`src/rtl/serial_subtractor_ctrl.sv`:
```
// Bit-serial WIDTH-bit subtractor (A - B - borrow_in): one full-subtractor cell, LSB first, one bit per clock.
// Define SUB_OVERFLOW_FLAG_EN to add overflow_o, the signed two's-complement overflow of the result.
module serial_subtractor_ctrl #(
  parameter int WIDTH = 8
) (
  input  logic             clk_i,
  input  logic             rst_ni,
  input  logic             start_i,
  output logic             ready_o,
  input  logic [WIDTH-1:0] a_i,
  input  logic [WIDTH-1:0] b_i,
  input  logic             borrow_in_i,
  output logic [WIDTH-1:0] diff_o,
  output logic             borrow_out_o,
  output logic             valid_o,
  input  logic             ack_i,
`ifdef SUB_OVERFLOW_FLAG_EN
  output logic             overflow_o,
`endif
  output logic             busy_o
);

  localparam int CW = (WIDTH > 1) ? $clog2(WIDTH) : 1;
  localparam logic [CW-1:0] LAST = CW'(WIDTH - 1);
  localparam logic [CW-1:0] ONE  = CW'(1);

  typedef enum logic [1:0] {
    IDLE = 2'd0,
    RUN  = 2'd1,
    DONE = 2'd2
  } state_t;

  // Full-subtractor cell; returns {bout, diff}.
  function automatic logic [1:0] full_sub(input logic a, input logic b, input logic bin);
    logic d;
    logic bo;
    d  = a ^ b ^ bin;
    bo = (~a & b) | (~(a ^ b) & bin);
    return {bo, d};
  endfunction

  state_t           state;
  logic [WIDTH-1:0] a_sr;
  logic [WIDTH-1:0] b_sr;
  logic [WIDTH-1:0] diff_sr;
  logic             borrow;
  logic [CW-1:0]    cnt;
  logic             cell_diff;
  logic             cell_bout;

  assign {cell_bout, cell_diff} = full_sub(a_sr[0], b_sr[0], borrow);

  assign diff_o       = diff_sr;
  assign borrow_out_o = borrow;

  // Sequencer and datapath: result bits enter at the MSB, so after WIDTH shifts bit 0 lands at the LSB.
  always_ff @(posedge clk_i or negedge rst_ni) begin
    if (!rst_ni) begin
      state      <= IDLE;
      ready_o    <= 1'b1;
      valid_o    <= 1'b0;
      busy_o     <= 1'b0;
      a_sr       <= {WIDTH{1'b0}};
      b_sr       <= {WIDTH{1'b0}};
      diff_sr    <= {WIDTH{1'b0}};
      borrow     <= 1'b0;
      cnt        <= {CW{1'b0}};
`ifdef SUB_OVERFLOW_FLAG_EN
      overflow_o <= 1'b0;
`endif
    end else begin
      case (state)
        IDLE: begin
          if (start_i) begin
            a_sr    <= a_i;
            b_sr    <= b_i;
            borrow  <= borrow_in_i;
            cnt     <= {CW{1'b0}};
            ready_o <= 1'b0;
            busy_o  <= 1'b1;
            state   <= RUN;
          end else begin
            ready_o <= 1'b1;
            state   <= IDLE;
          end
        end
        RUN: begin
          diff_sr <= {cell_diff, diff_sr[WIDTH-1:1]};
          borrow  <= cell_bout;
          a_sr    <= {1'b0, a_sr[WIDTH-1:1]};
          b_sr    <= {1'b0, b_sr[WIDTH-1:1]};
          if (cnt == LAST) begin
            cnt     <= {CW{1'b0}};
            busy_o  <= 1'b0;
            valid_o <= 1'b1;
            state   <= DONE;
`ifdef SUB_OVERFLOW_FLAG_EN
            // On the last bit the shift-register LSBs hold the operand MSBs.
            overflow_o <= (a_sr[0] != b_sr[0]) && (cell_diff != a_sr[0]);
`endif
          end else begin
            cnt   <= cnt + ONE;
            state <= RUN;
          end
        end
        DONE: begin
          if (ack_i) begin
            valid_o <= 1'b0;
            ready_o <= 1'b1;
            state   <= IDLE;
          end else begin
            state <= DONE;
          end
        end
        default: begin
          ready_o <= 1'b1;
          valid_o <= 1'b0;
          busy_o  <= 1'b0;
          state   <= IDLE;
        end
      endcase
    end
  end

endmodule

```
`config.mk`:
```
export PLATFORM = sky130hd
export DESIGN_NAME = serial_subtractor_ctrl
export DESIGN_NICKNAME = d
export VERILOG_FILES = /design/src/rtl/serial_subtractor_ctrl.sv
export SDC_FILE = /design/constraint.sdc
export NUM_CORES = 1
export LEC_CHECK = 0
export CAP_MARGIN = 20
export CORE_AREA = 4 4 72 57
export DETAILED_ROUTE_END_ITERATION = 6
export DIE_AREA = 0 0 76 61
export PLACE_DENSITY = 0.71
export SYNTH_ARGS = -nofsm -noshare
export SYNTH_HDL_FRONTEND = slang
export SYNTH_SLANG_ARGS = --single-unit
```
`constraint.sdc`:
```
create_clock -name clk_i -period 1.6 [get_ports clk_i]
set_input_delay 0.16 -clock clk_i [delete_from_list [all_inputs] [get_ports clk_i]]
set_output_delay 0.16 -clock clk_i [all_outputs]
set_load 0.1 [all_outputs]
```
==> impl_metrics.json, run 1 <==
{
  "seq_area_frac_synth_pct": 55.4,
  "hp-class": "in -> async",
  "ys_warn_count": 0,
  "mostFrequentLayoutCells": "dfrtp_1, clkdlybuf4s50_1, buf_12",
  "final_common_cell": "dfrtp_1",
  "synthSimpleGateAreaFrac_pct": 11.2,
  "drtPass1Iterations": 4,
  "htreeDepth": 2,
  "avgSynthCellArea_um2": 12.4,
  "worstMarginPinSlew_ps": 483,
  "cts_hold_buf": 0,
  "synthArstFlopShare_pct": 100,
  "vias": 1093,
  "syn_to_final_growth_pct": 38.9,
  "drive_gt1_share_pct": 31.6,
  "ys.flop_type": "dfrtp_1",
  "synthTopCellsByArea": "dfrtp_1, o221a_2, mux2_2, nand3b_1, o21ai_0",
  "wirelength_met1_um": 1560,
  "finalClockSkew_ps": 3.99,
  "fin_ws_ps": 170,
  "fin_crit_sh_pct": 89.4,
  "ant_nets": 0,
  "grt-ovfl-total": 0,
  "gp_congestion": 0.794,
  "io_buffers": 32,
  "nNetsFinal": 181,
  "core-area_um2": 3310,
  "end_kind": "register",
  "clock_path_buffers": 2,
  "die_area_um2": 4640,
  "antenna_found_initial": 0,
  "ctsResizeCount": 0,
  "yosysTopAreaCell": "dfrtp_1",
  "syn_inst": 120,
  "synth_top_family_by_area": "compound AO/OA/AOI/OAI gates",
  "cts_buffers": 5,
  "grt_pass1_vias": 1094,
  "ys_seq_elements": 33,
  "wl_met3_um": 216,
  "hold_viol": 0,
  "clk_latency_ps": 280,
  "cp_slowest_cell": "dfrtp_1",
  "synth-compound-area-share_pct": 19.5,
  "grt_max_degree": 34,
  "drtIter0Drc": 95,
  "fin_area_um2": 2080,
  "die_x_um": 76,
  "synth_edf_count": 0,
  "wl_per_cell_um": 16.0,
  "crit_type": "reg -> reg",
  "syn_area_um2": 1490,
  "setup_violations": 0,
  "start_util_pct": 45.1,
  "cp-start-kind": "register",
  "dpl.hpwl_um": 2300,
  "drc": 0,
  "run_status": "finished clean",
  "slew_headroom_pct": 67.8,
  "pre_cts_slack_ps": 194,
  "drt_wl_total_um": 3160,
  "die_h_um": 61,
  "grt.total_usage_pct": 14.9,
  "diodes": 0,
  "cts_tree": "yes",
  "crit_fanout": 14,
  "worstPathCellList": "inv_1 -> nor2_1 -> a222oi_1",
  "max_stage_delay_ps": 640,
  "finalCriticalPeriod_ps": 1430,
  "max_cap_violations": 0,
  "cts_sinks": 33,
  "cts-root-buf": "clkbuf_8",
  "routed.top_layer": "met4",
  "rows": 18,
  "arrival_ps": 1580,
  "place_area_um2": 1970,
  "clkSlewWorstSetupHoldPaths_ps": 70,
  "fin_util_pct": 62.7,
  "ioPinCount": 33,
  "fin_tns_setup_ps": 0,
  "synthMuxAreaShare_pct": 6.03,
  "wl_met2_um": 1320,
  "synth_cell_types": 29,
  "synth_adder_area_share_pct": 3.02,
  "rsz0062_at_grt": "false",
  "syn-num-nets": 144,
  "max_freq_mhz": 699,
  "post_cts_buffers": 0,
  "synthXorXnorAreaFrac_pct": 0,
  "synth_top_area_share_pct": 53.6,
  "slew_viol_final": 0,
  "grt_pass1_wl_um": 5290,
  "cp_data_required_time_ps": 1750,
  "vias_per_cell": 5.52
}
## layer usage
layer  vias to the layer above  GRT usage (%)
met2                        41           20.9
met5                         -              0
met1                       524           20.4
li1                        522              -
met4                         0           9.14
met3                         6           4.75
## registers in the layout, summed over array words and instances, names as in the netlist
register / count
state: 2
busy_o: 1
borrow_out_o: 1
b_sr: 8
ready_o: 1
a_sr: 8
valid_o: 1
diff_o: 8
cnt: 3
## logic make-up (layout without fill, tap and decap cells)
| group | count (synthesis) | count (layout) |
|---|---|---|
| buffers and inverters | 11 | 49 |
| adder cells (fa/ha/maj) | 3 | 3 |
| AND/OR/NAND/NOR | 28 | 28 |
| multiplexers | 8 | 8 |
| flip-flops | 33 | 33 |
| AO/OA/AOI/OAI | 37 | 37 |
## path summary, 6_finish.rpt
check	start	end	slack, ps	cells past startpoint
hold reg to reg	cnt[1]	cnt[1]	510	1
hold / removal	rst_ni	a_sr[4]	280	2
min in group clk_i	a_i[7]	a_sr[7]	450	3
max in group asynchronous	rst_ni	ready_o	990	2
setup reg to reg	state[0]	borrow_out_o	170	3
setup / recovery	state[0]	borrow_out_o	170	3
## critical path, delay by kind of cell (launching register included)
kind / cells / cell delay (ps)
DFF: 1 / 640
buffers and inverters: 1 / 230
AOI/OAI and AO/OA: 1 / 150
and+or+nand+nor: 1 / 270
## metrics by stage
step,hold WS (ps),cells
after floorplan,-136,120
after global placement,485,190
after detailed placement,491,190
after CTS,293,198
after global routing,326,198
final,278,198
## cells in the mapped netlist (2+ instances only)
cell / n
mux2_2: 8
inv_1: 4
o22ai_1: 4
o21ai_0: 7
a22o_1: 3
buf_4: 2
ha_1: 2
buf_6: 3
o221a_2: 10
o31ai_1: 2
nand3b_1: 10
dfrtp_1: 32
nand2_1: 6
nor2_1: 7
a21oi_1: 5
nor2b_1: 2
## area by class of cell
type | count | area, µm²
timing repair buffer | 36 | 483
clock inverter | 1 | 5.00
multi-input combinational | 76 | 594
sequential | 33 | 828
clock buffer | 7 | 96.3
inverter | 5 | 18.8
tap | 40 | 50.0
fill | 268 | 1230
Power of run 1 is not shown: default switching activity piles up to over one toggle a cycle in this logic, so the estimate is an artifact.
==> inputs of run 2 (changes only) <==
Settings changed: RECOVER_POWER from default to 100.
==> impl_metrics.json, run 2 (synthesis gave the netlist of run 1 again) <==
{
  "run_status": "finished clean",
  "gp_congestion": 0.794,
  "path_buf_inv": 0,
  "crit_type": "reg -> reg",
  "drtIter0Drc": 98,
  "fin_area_um2": 1880,
  "ant_nets": 0,
  "worstMarginPinSlew_ps": 802,
  "rows": 18,
  "r2r_end": "a_sr[3]",
  "finalCriticalPeriod_ps": 1470,
  "fin_tns_setup_ps": 0,
  "final_common_cell": "dfrtp_1",
  "vias_per_cell": 5.57,
  "r2r_cells": 2,
  "arrival_ps": 1640,
  "grt_pass1_wl_um": 5290,
  "drc": 0,
  "grt-ovfl-total": 0,
  "end_kind": "register",
  "drt_wl_total_um": 3180,
  "vias": 1102,
  "hold_viol": 0,
  "worstPathCellList": "nand2_2 -> o221a_2",
  "ioPinCount": 33,
  "diodes": 0,
  "max_freq_mhz": 681,
  "slew_viol_final": 0,
  "r2r-start": "state[0]",
  "htreeDepth": 2,
  "nNetsFinal": 181,
  "mostFrequentLayoutCells": "dfrtp_1, clkdlybuf4s50_1, clkbuf_2",
  "slew_headroom_pct": 46.6,
  "max_stage_delay_ps": 610,
  "clk_latency_ps": 280,
  "hp-start": "a_i[7]",
  "hold_end": "a_sr[7]",
  "fin_crit_sh_pct": 91.8,
  "crit_fanout": 19,
  "grt_max_degree": 34,
  "antenna_found_initial": 0,
  "rsz0062_at_grt": "false",
  "cts_hold_buf": 0,
  "clkSlewWorstSetupHoldPaths_ps": 60,
  "ctsResizeCount": 0,
  "dpl.hpwl_um": 2300,
  "wl_per_cell_um": 16.0,
  "place_area_um2": 1970,
  "dp.cells": 190,
  "grt.total_usage_pct": 14.9,
  "cts-root-buf": "clkbuf_8",
  "clock_path_buffers": 2,
  "core-area_um2": 3310,
  "reg2reg_slack_ps": 130,
  "drive_gt1_share_pct": 31.0,
  "drtPass1Iterations": 4,
  "whs_path_depth": 3,
  "hp-class": "in -> reg",
  "die_x_um": 76,
  "cp-start-kind": "register",
  "nFillCells": 291,
  "die_area_um2": 4640,
  "crit_family": "flip-flops",
  "die_h_um": 61,
  "setup_violations": 0,
  "post_cts_buffers": 0,
  "start_util_pct": 45.1,
  "syn_to_final_growth_pct": 25.9,
  "io_buffers": 32,
  "grt_pass1_vias": 1094,
  "cts_tree": "yes",
  "cts_buffers": 5,
  "max_cap_violations": 0,
  "cts_sinks": 33,
  "cp_data_required_time_ps": 1770,
  "fin_cells": 198,
  "cp_slowest_cell": "dfrtp_1",
  "finalClockSkew_ps": 2.21
}
## run 2: tightest hold or removal path: cells and delay by family
kind                   cells  cell delay (ps)
AO/OA/AOI/OAI              1               60
AND/OR/NAND/NOR            1               60
buffers and inverters      1              400
## run 2: through the flow
stage	hold WS [ps]	setup slack (ps)	utilization (%)
after floorplan	-136	11.6	-
after global placement	485	223	59.6
after detailed placement	491	194	59.6
after CTS	293	185	62.7
after global routing	464	22.9	56.8
final	446	131	56.8
## run 2: final cells by class
| class | count | area, µm² | area share [%] |
|---|---|---|---|
| clock buffers | 7 | 96.3 | 5.12 |
| clock inverters | 1 | 5.00 | 0.266 |
| inverters | 5 | 18.8 | 0.998 |
| multi-input cells | 76 | 582 | 30.9 |
| flip-flops and latches | 33 | 828 | 44.0 |
| well taps | 40 | 50.0 | 2.66 |
| repair buffers | 36 | 300 | 16.0 |
## run 2: how the worst max path moves through the flow
stage                            start            to  slack, ps  cells after the start
after floorplan           borrow_out_o     diff_o[7]         10                      3
after global routing          state[0]       a_sr[0]         20                      2
after detailed placement       start_i       a_sr[3]        190                      3
after CTS                     state[0]  borrow_out_o        180                      3
final                         state[0]       a_sr[3]        130                      2
after global placement         start_i       a_sr[0]        220                      3
## run 2: per-layer routing
| layer | part of all wire [%] | vias to the layer above | track usage, % |
|---|---|---|---|
| met1 | 49 | 533 | 20.4 |
| met2 | 41 | 41 | 20.9 |
| met5 | 0 | - | 0 |
| met4 | 2.2 | 0 | 9.14 |
| li1 | - | 522 | - |
| met3 | 7.3 | 6 | 4.75 |
Power of run 2 is left out for the same reason.
